--- src/rtl/ocra1_frame_packer.sv ---
// Buffers X/Y/Z/Z2 gradient frames, paces their release and serialises each into a 4-word ocra1_iface burst.
// Optional build macro OCRA1_PACKER_OFFBIN_EN: packs codes as offset binary instead of two's complement.
module ocra1_frame_packer #(
  parameter int FIFO_DEPTH_LOG2 = 3
) (
  input  logic                     clk,
  input  logic                     rst_n,
  input  logic [71:0]              frame_i,
  input  logic                     frame_valid_i,
  output logic                     frame_ready_o,
  input  logic                     init_i,
  input  logic [15:0]              interval_i,
  input  logic                     iface_busy_i,
  output logic [31:0]              data_o,
  output logic                     valid_o,
  output logic [FIFO_DEPTH_LOG2:0] fifo_level_o,
  output logic                     underrun_o
);

  localparam int DATA_W = 18;
  localparam int LVL_W  = FIFO_DEPTH_LOG2 + 1;
  localparam int DEPTH  = 1 << FIFO_DEPTH_LOG2;
  localparam logic [LVL_W-1:0] DEPTH_LVL    = LVL_W'(DEPTH);
  localparam logic [23:0]      INIT_PAYLOAD = 24'h200002;

  typedef enum logic [1:0] {
    ST_IDLE = 2'd0,
    ST_SEND = 2'd1,
    ST_INIT = 2'd2
  } state_t;

  function automatic logic [DATA_W-1:0] code_map(input logic signed [DATA_W-1:0] code);
`ifdef OCRA1_PACKER_OFFBIN_EN
    code_map = {~code[DATA_W-1], code[DATA_W-2:0]};
`else
    code_map = code;
`endif
  endfunction

  function automatic logic [23:0] frame_payload(input logic signed [DATA_W-1:0] code);
    frame_payload = {4'h1, code_map(code), 2'b00};
  endfunction

  state_t                     state, state_nxt;
  logic [1:0]                 ch_cnt, ch_cnt_nxt;
  logic [71:0]                mem [DEPTH];
  logic [FIFO_DEPTH_LOG2-1:0] wr_ptr, rd_ptr;
  logic [LVL_W-1:0]           level, level_nxt;
  logic                       wr_en, rd_en, fifo_empty;
  logic [71:0]                head;
  logic [15:0]                ivl_cnt;
  logic                       init_pending, ur_armed, ur_fire;
  logic                       start_init, start_send;
  logic signed [DATA_W-1:0]   frame_code;
  logic [23:0]                payload_nxt;
  logic                       valid_nxt;
  logic [31:0]                data_nxt;

  // Frame FIFO: a full FIFO refuses writes even when a pop happens in the same cycle
  assign wr_en      = frame_valid_i && frame_ready_o;
  assign rd_en      = (state == ST_SEND) && (ch_cnt == 2'd3);
  assign fifo_empty = (level == '0);
  assign head       = mem[rd_ptr];

  always_comb begin
    level_nxt = level;
    case ({wr_en, rd_en})
      2'b10:   level_nxt = level + 1'b1;
      2'b01:   level_nxt = level - 1'b1;
      default: level_nxt = level;
    endcase
  end

  always_ff @(posedge clk) begin
    if (wr_en) mem[wr_ptr] <= frame_i;
  end

  always_ff @(posedge clk or negedge rst_n) begin
    if (!rst_n) begin
      wr_ptr        <= '0;
      rd_ptr        <= '0;
      level         <= '0;
      frame_ready_o <= 1'b1;
    end else begin
      if (wr_en) wr_ptr <= wr_ptr + 1'b1;
      if (rd_en) rd_ptr <= rd_ptr + 1'b1;
      level         <= level_nxt;
      frame_ready_o <= (level_nxt != DEPTH_LVL);
    end
  end

  assign fifo_level_o = level;

  // Burst sequencing: busy is only looked at in IDLE, so a started burst always runs to ch 3
  assign start_init = (state == ST_IDLE) && init_pending && !iface_busy_i;
  assign start_send = (state == ST_IDLE) && !fifo_empty && (ivl_cnt == '0) &&
                      !iface_busy_i && !init_pending;

  always_comb begin
    state_nxt  = state;
    ch_cnt_nxt = ch_cnt;
    case (state)
      ST_IDLE: begin
        if (start_init) begin
          state_nxt  = ST_INIT;
          ch_cnt_nxt = '0;
        end else if (start_send) begin
          state_nxt  = ST_SEND;
          ch_cnt_nxt = '0;
        end
      end
      ST_SEND, ST_INIT: begin
        if (ch_cnt == 2'd3) begin
          state_nxt  = ST_IDLE;
          ch_cnt_nxt = '0;
        end else begin
          ch_cnt_nxt = ch_cnt + 2'd1;
        end
      end
      default: begin
        state_nxt  = ST_IDLE;
        ch_cnt_nxt = '0;
      end
    endcase
  end

  // Output word is built from the next state so data_o/valid_o come straight from flops
  always_comb begin
    frame_code = '0;
    case (ch_cnt_nxt)
      2'd0:    frame_code = head[17:0];
      2'd1:    frame_code = head[35:18];
      2'd2:    frame_code = head[53:36];
      default: frame_code = head[71:54];
    endcase
    payload_nxt = INIT_PAYLOAD;
    if (state_nxt == ST_SEND) payload_nxt = frame_payload(frame_code);
    valid_nxt = (state_nxt != ST_IDLE);
    data_nxt  = valid_nxt ? {5'd0, ch_cnt_nxt, (ch_cnt_nxt == 2'd3), payload_nxt} : '0;
  end

  always_ff @(posedge clk or negedge rst_n) begin
    if (!rst_n) begin
      state   <= ST_IDLE;
      ch_cnt  <= '0;
      valid_o <= 1'b0;
      data_o  <= '0;
    end else begin
      state   <= state_nxt;
      ch_cnt  <= ch_cnt_nxt;
      valid_o <= valid_nxt;
      data_o  <= data_nxt;
    end
  end

  // Interval counter is loaded one cycle ahead of the first word with interval-1, so it
  // reaches zero in the decision cycle that puts the next first word exactly interval_i later
  always_ff @(posedge clk or negedge rst_n) begin
    if (!rst_n) begin
      ivl_cnt <= '0;
    end else if (start_send) begin
      ivl_cnt <= (interval_i == '0) ? '0 : interval_i - 16'd1;
    end else if (ivl_cnt != '0) begin
      ivl_cnt <= ivl_cnt - 16'd1;
    end
  end

  // A new init request in the same cycle as the burst start wins and queues another burst
  always_ff @(posedge clk or negedge rst_n) begin
    if (!rst_n) begin
      init_pending <= 1'b0;
    end else if (init_i) begin
      init_pending <= 1'b1;
    end else if (start_init) begin
      init_pending <= 1'b0;
    end
  end

  // Underrun fires once per completed frame burst, then waits for the next one to re-arm
  assign ur_fire = ur_armed && (ivl_cnt == '0) && fifo_empty && (state == ST_IDLE);

  always_ff @(posedge clk or negedge rst_n) begin
    if (!rst_n) begin
      ur_armed   <= 1'b0;
      underrun_o <= 1'b0;
    end else begin
      underrun_o <= ur_fire;
      if (rd_en) begin
        ur_armed <= 1'b1;
      end else if (ur_fire) begin
        ur_armed <= 1'b0;
      end
    end
  end

endmodule

--- config.mk ---
export PLATFORM = sky130hd
export DESIGN_NAME = ocra1_frame_packer
export DESIGN_NICKNAME = d
export VERILOG_FILES = /design/src/rtl/ocra1_frame_packer.sv
export SDC_FILE = /design/constraint.sdc
export NUM_CORES = 1
export LEC_CHECK = 0
export CAP_MARGIN = 40
export CORE_ASPECT_RATIO = 1.5
export CORE_MARGIN = 5
export CORE_UTILIZATION = 40
export CTS_CLUSTER_DIAMETER = 30
export DETAILED_ROUTE_END_ITERATION = 16
export GPL_TIMING_DRIVEN = 0
export HOLD_SLACK_MARGIN = 0.02
export PLACE_DENSITY = 0.63
export SYNTH_ARGS = -nofsm -noshare
export SYNTH_HDL_FRONTEND = slang
export SYNTH_SLANG_ARGS = --single-unit
export TNS_END_PERCENT = 50
--- constraint.sdc ---
create_clock -name clk -period 14.85 [get_ports clk]
set_input_delay 2.2275 -clock clk [delete_from_list [all_inputs] [get_ports clk]]
set_output_delay 2.2275 -clock clk [all_outputs]
set_load 0.02 [all_outputs]
==> flow_summary.ini <==
[timing]
fin_skew_ns = 0.0217
final_hold_viol_count = 0
relSlewSlack = 0.399
worstMarginPinSlew_ns = 0.900
rsz0062_at_grt = no
slew_viol_final = 0
final.min_clock_period_ns = 4.68
setup_viol = 0
fmax_mhz = 214
worst_slack_ns = 10.17
period_share = 0.315
setup_tns_ns = 0

[clock_tree]
clk-insertion-delay-late_ns = 0.65
cts_hold_buf = 0
clk_pin_slew_ns = 0.05
cts_setup_buffers = 0
clockBufferDepth = 3
numCtsBuffers = 100
cts_sinks = 634
post_cts_resize_count = 0
cts_root_buffer = clkbuf_16
cts_tree = built
h-tree-depth = 3

[run]
maxCapViolCount = 0

[synthesis]
synthXorXnorAreaFrac = 0.00972
ys_ff_latch = 634
synth-adder-area-share = 0.00675
async_flop_share = 0.0915
yosysWarnings = 0
synth_top_area_cell = edfxtp_1
yosysSeqAreaShare = 0.743
synth_area_leaders = edfxtp_1 69%, mux4_2 13%, dfrtp_1 5.7%
synthesis.area_um2 = 25200
syn_inst = 1231
synth_top_area_frac = 0.686
synthSimpleGateAreaFrac = 0.0367
synthTopCellsByCount = 576 x edfxtp_1, 141 x mux4_2, 57 x dfrtp_1, 39 x mux2i_1, 37 x nand3_1
synth_top_family_by_area = multiplexers
synth.most_common_cell = edfxtp_1
ys_types = 61
synth_edf_count = 576
avgSynthCellArea_um2 = 20.5
ys.flop_type = edfxtp_1
muxShareOfSynthArea = 0.156
synth-compound-area-share = 0.0316

[min_path]
hp-class = flop to flop
hold_path.startpoint = ur_armed

[placed_design]
post-dp-hpwl_um = 43300
placedCellCount = 2244
place_area_um2 = 28300
gp_congestion = 0.878
place_ws_ns = 9.50
io_buffers = 123

[critical_path]
r2r_start = wr_ptr[2]
crit_path_start = frame_valid_i
critPathLaunchType = input pin
cp.arrival_ns = 5.03
cp_max_fo = 8
cp_data_required_time_ns = 15.20
end_kind = flop
crit_type = input pin to flop

[power_and_ir_drop]
p_per_area_nw_per_um2 = 170
peakVddDrop_mv = 0.0907
leakage_nw = 10.5

[grt]
grt_max_degree = 33
antenna_found_initial = 7
grt_pass1_wl_um = 89800
track_usage = 0.176
first_global_vias = 13955
grt_overflow = 0

[floorplanning]
dieWidth_um = 215
die_height_um = 318
die-area_um2 = 68300
ios = 132
core_um2 = 62400
start_util = 0.404
fp-row-count = 112

[drt]
ant_nets = 0
wl_per_cell_um = 24.9
drt-vias-per-instance = 5.40
vias = 13146
drt_iter0_markers = 1047
wirelength_um = 60700
drc = 0
drt_pre_antenna_iters = 7

[final_layout]
nets = 1655
fin_cells = 2435
drive_above_1_share = 0.313
postLayoutCellArea_um2 = 31700
area_growth_pct = 25.6
num-fill-cells = 4950

[run_status]
outcome = complete, no violations
-- sequential cells by signal (all words and copies together), names as in the netlist --
name	cells
valid_o	1
fifo_level_o	4
state	2
ch_cnt	2
wr_ptr	3
mem	576
data_o	23
rd_ptr	3
ur_armed	1
frame_ready_o	1
underrun_o	1
ivl_cnt	16
init_pending	1
-- path summary, 6_finish.rpt --
kind	end	slack, ns	depth (start not counted)
max	mem[5][24]	10.17	10
min	ur_armed	0.51	2
max reg2reg	mem[5][24]	11.69	9
min reg2reg	ur_armed	0.51	2
max in group asynchronous	frame_ready_o	12.47	2
min in group asynchronous	data_o[15]	1.66	1
-- per-layer routing --
layer / vias to the layer above / routed length (um) / global-route usage / part of all wire
met5: - / 33 / 0 / 0.00054
met4: 4 / 1480 / 0.0601 / 0.024
met3: 86 / 4180 / 0.0441 / 0.069
met2: 446 / 32900 / 0.319 / 0.54
met1: 6848 / 22100 / 0.204 / 0.36
li1: 5762 / - / - / -
-- per-stage QoR --
stage	power [W]	hold slack, ns	utilization
CTS	0.00541	0.514	0.508
finish	0.00538	0.513	0.508
detailed placement	0.00312	0.499	0.453
floorplan	0.00277	0.472	-
global route	0.00556	0.553	0.508
global placement	0.00310	0.493	0.441
-- where the power goes --
| group | leakage (nW) | internal (W) | total (W) | switching, W |
|---|---|---|---|---|
| combinational | 2.94 | 0.000295 | 0.000802 | 0.000507 |
| sequential | 5.95 | 0.00222 | 0.00229 | 0.0000675 |
| clock | 1.61 | 0.00143 | 0.00228 | 0.000855 |
| total | 10.5 | 0.00395 | 0.00538 | 0.00143 |
-- worst max-delay path, cell delays in order --
cell and delay (ns):
clkdlybuf4s50_1 0.51, nand3_1 0.25, nor3b_2 0.66, buf_6 0.25
buf_6 0.17, buf_4 0.22, buf_4 0.24, buf_6 0.18
buf_6 0.16, buf_6 0.14
-- cell type report --
type                    instances  area [um^2]  share of cell area
flip-flops and latches        634        18700               0.592
multi-input cells             523         6140               0.194
clock buffers                 112         2610              0.0824
repair buffers                209         1990              0.0627
well taps                     798          998              0.0315
clock inverters                74          773              0.0244
plain buffers                  69          357              0.0113
inverters                      12         45.0             0.00142
diodes                          4         10.0            0.000316
-- logic make-up after synthesis --
logic type                 count (synthesis)
buffers and inverters                     81
xor gates and xnor gates                  28
and+or+nand+nor                          161
muxes                                    212
adders and majority gates                 13
other                                      1
DFF                                      634
AOI/OAI and AO/OA                        101
-- placed cells by master (no fill, tap or decap), types with 15 or more instances in the layout --
cell type          n
dfrtp_1           57
buf_2             31
a21oi_1           15
nand2_1           25
clkbuf_16        102
buf_6             18
o21ai_0           25
clkdlybuf4s50_1  122
nand3_1           37
clkinvlp_4        16
edfxtp_1         576
xnor2_1           15
nor2_1            24
buf_4             79
mux2_2            32
mux4_2           141
mux2i_1           39
clkbuf_1          27
a22oi_1           15
Power figures use the tool's default switching activity.
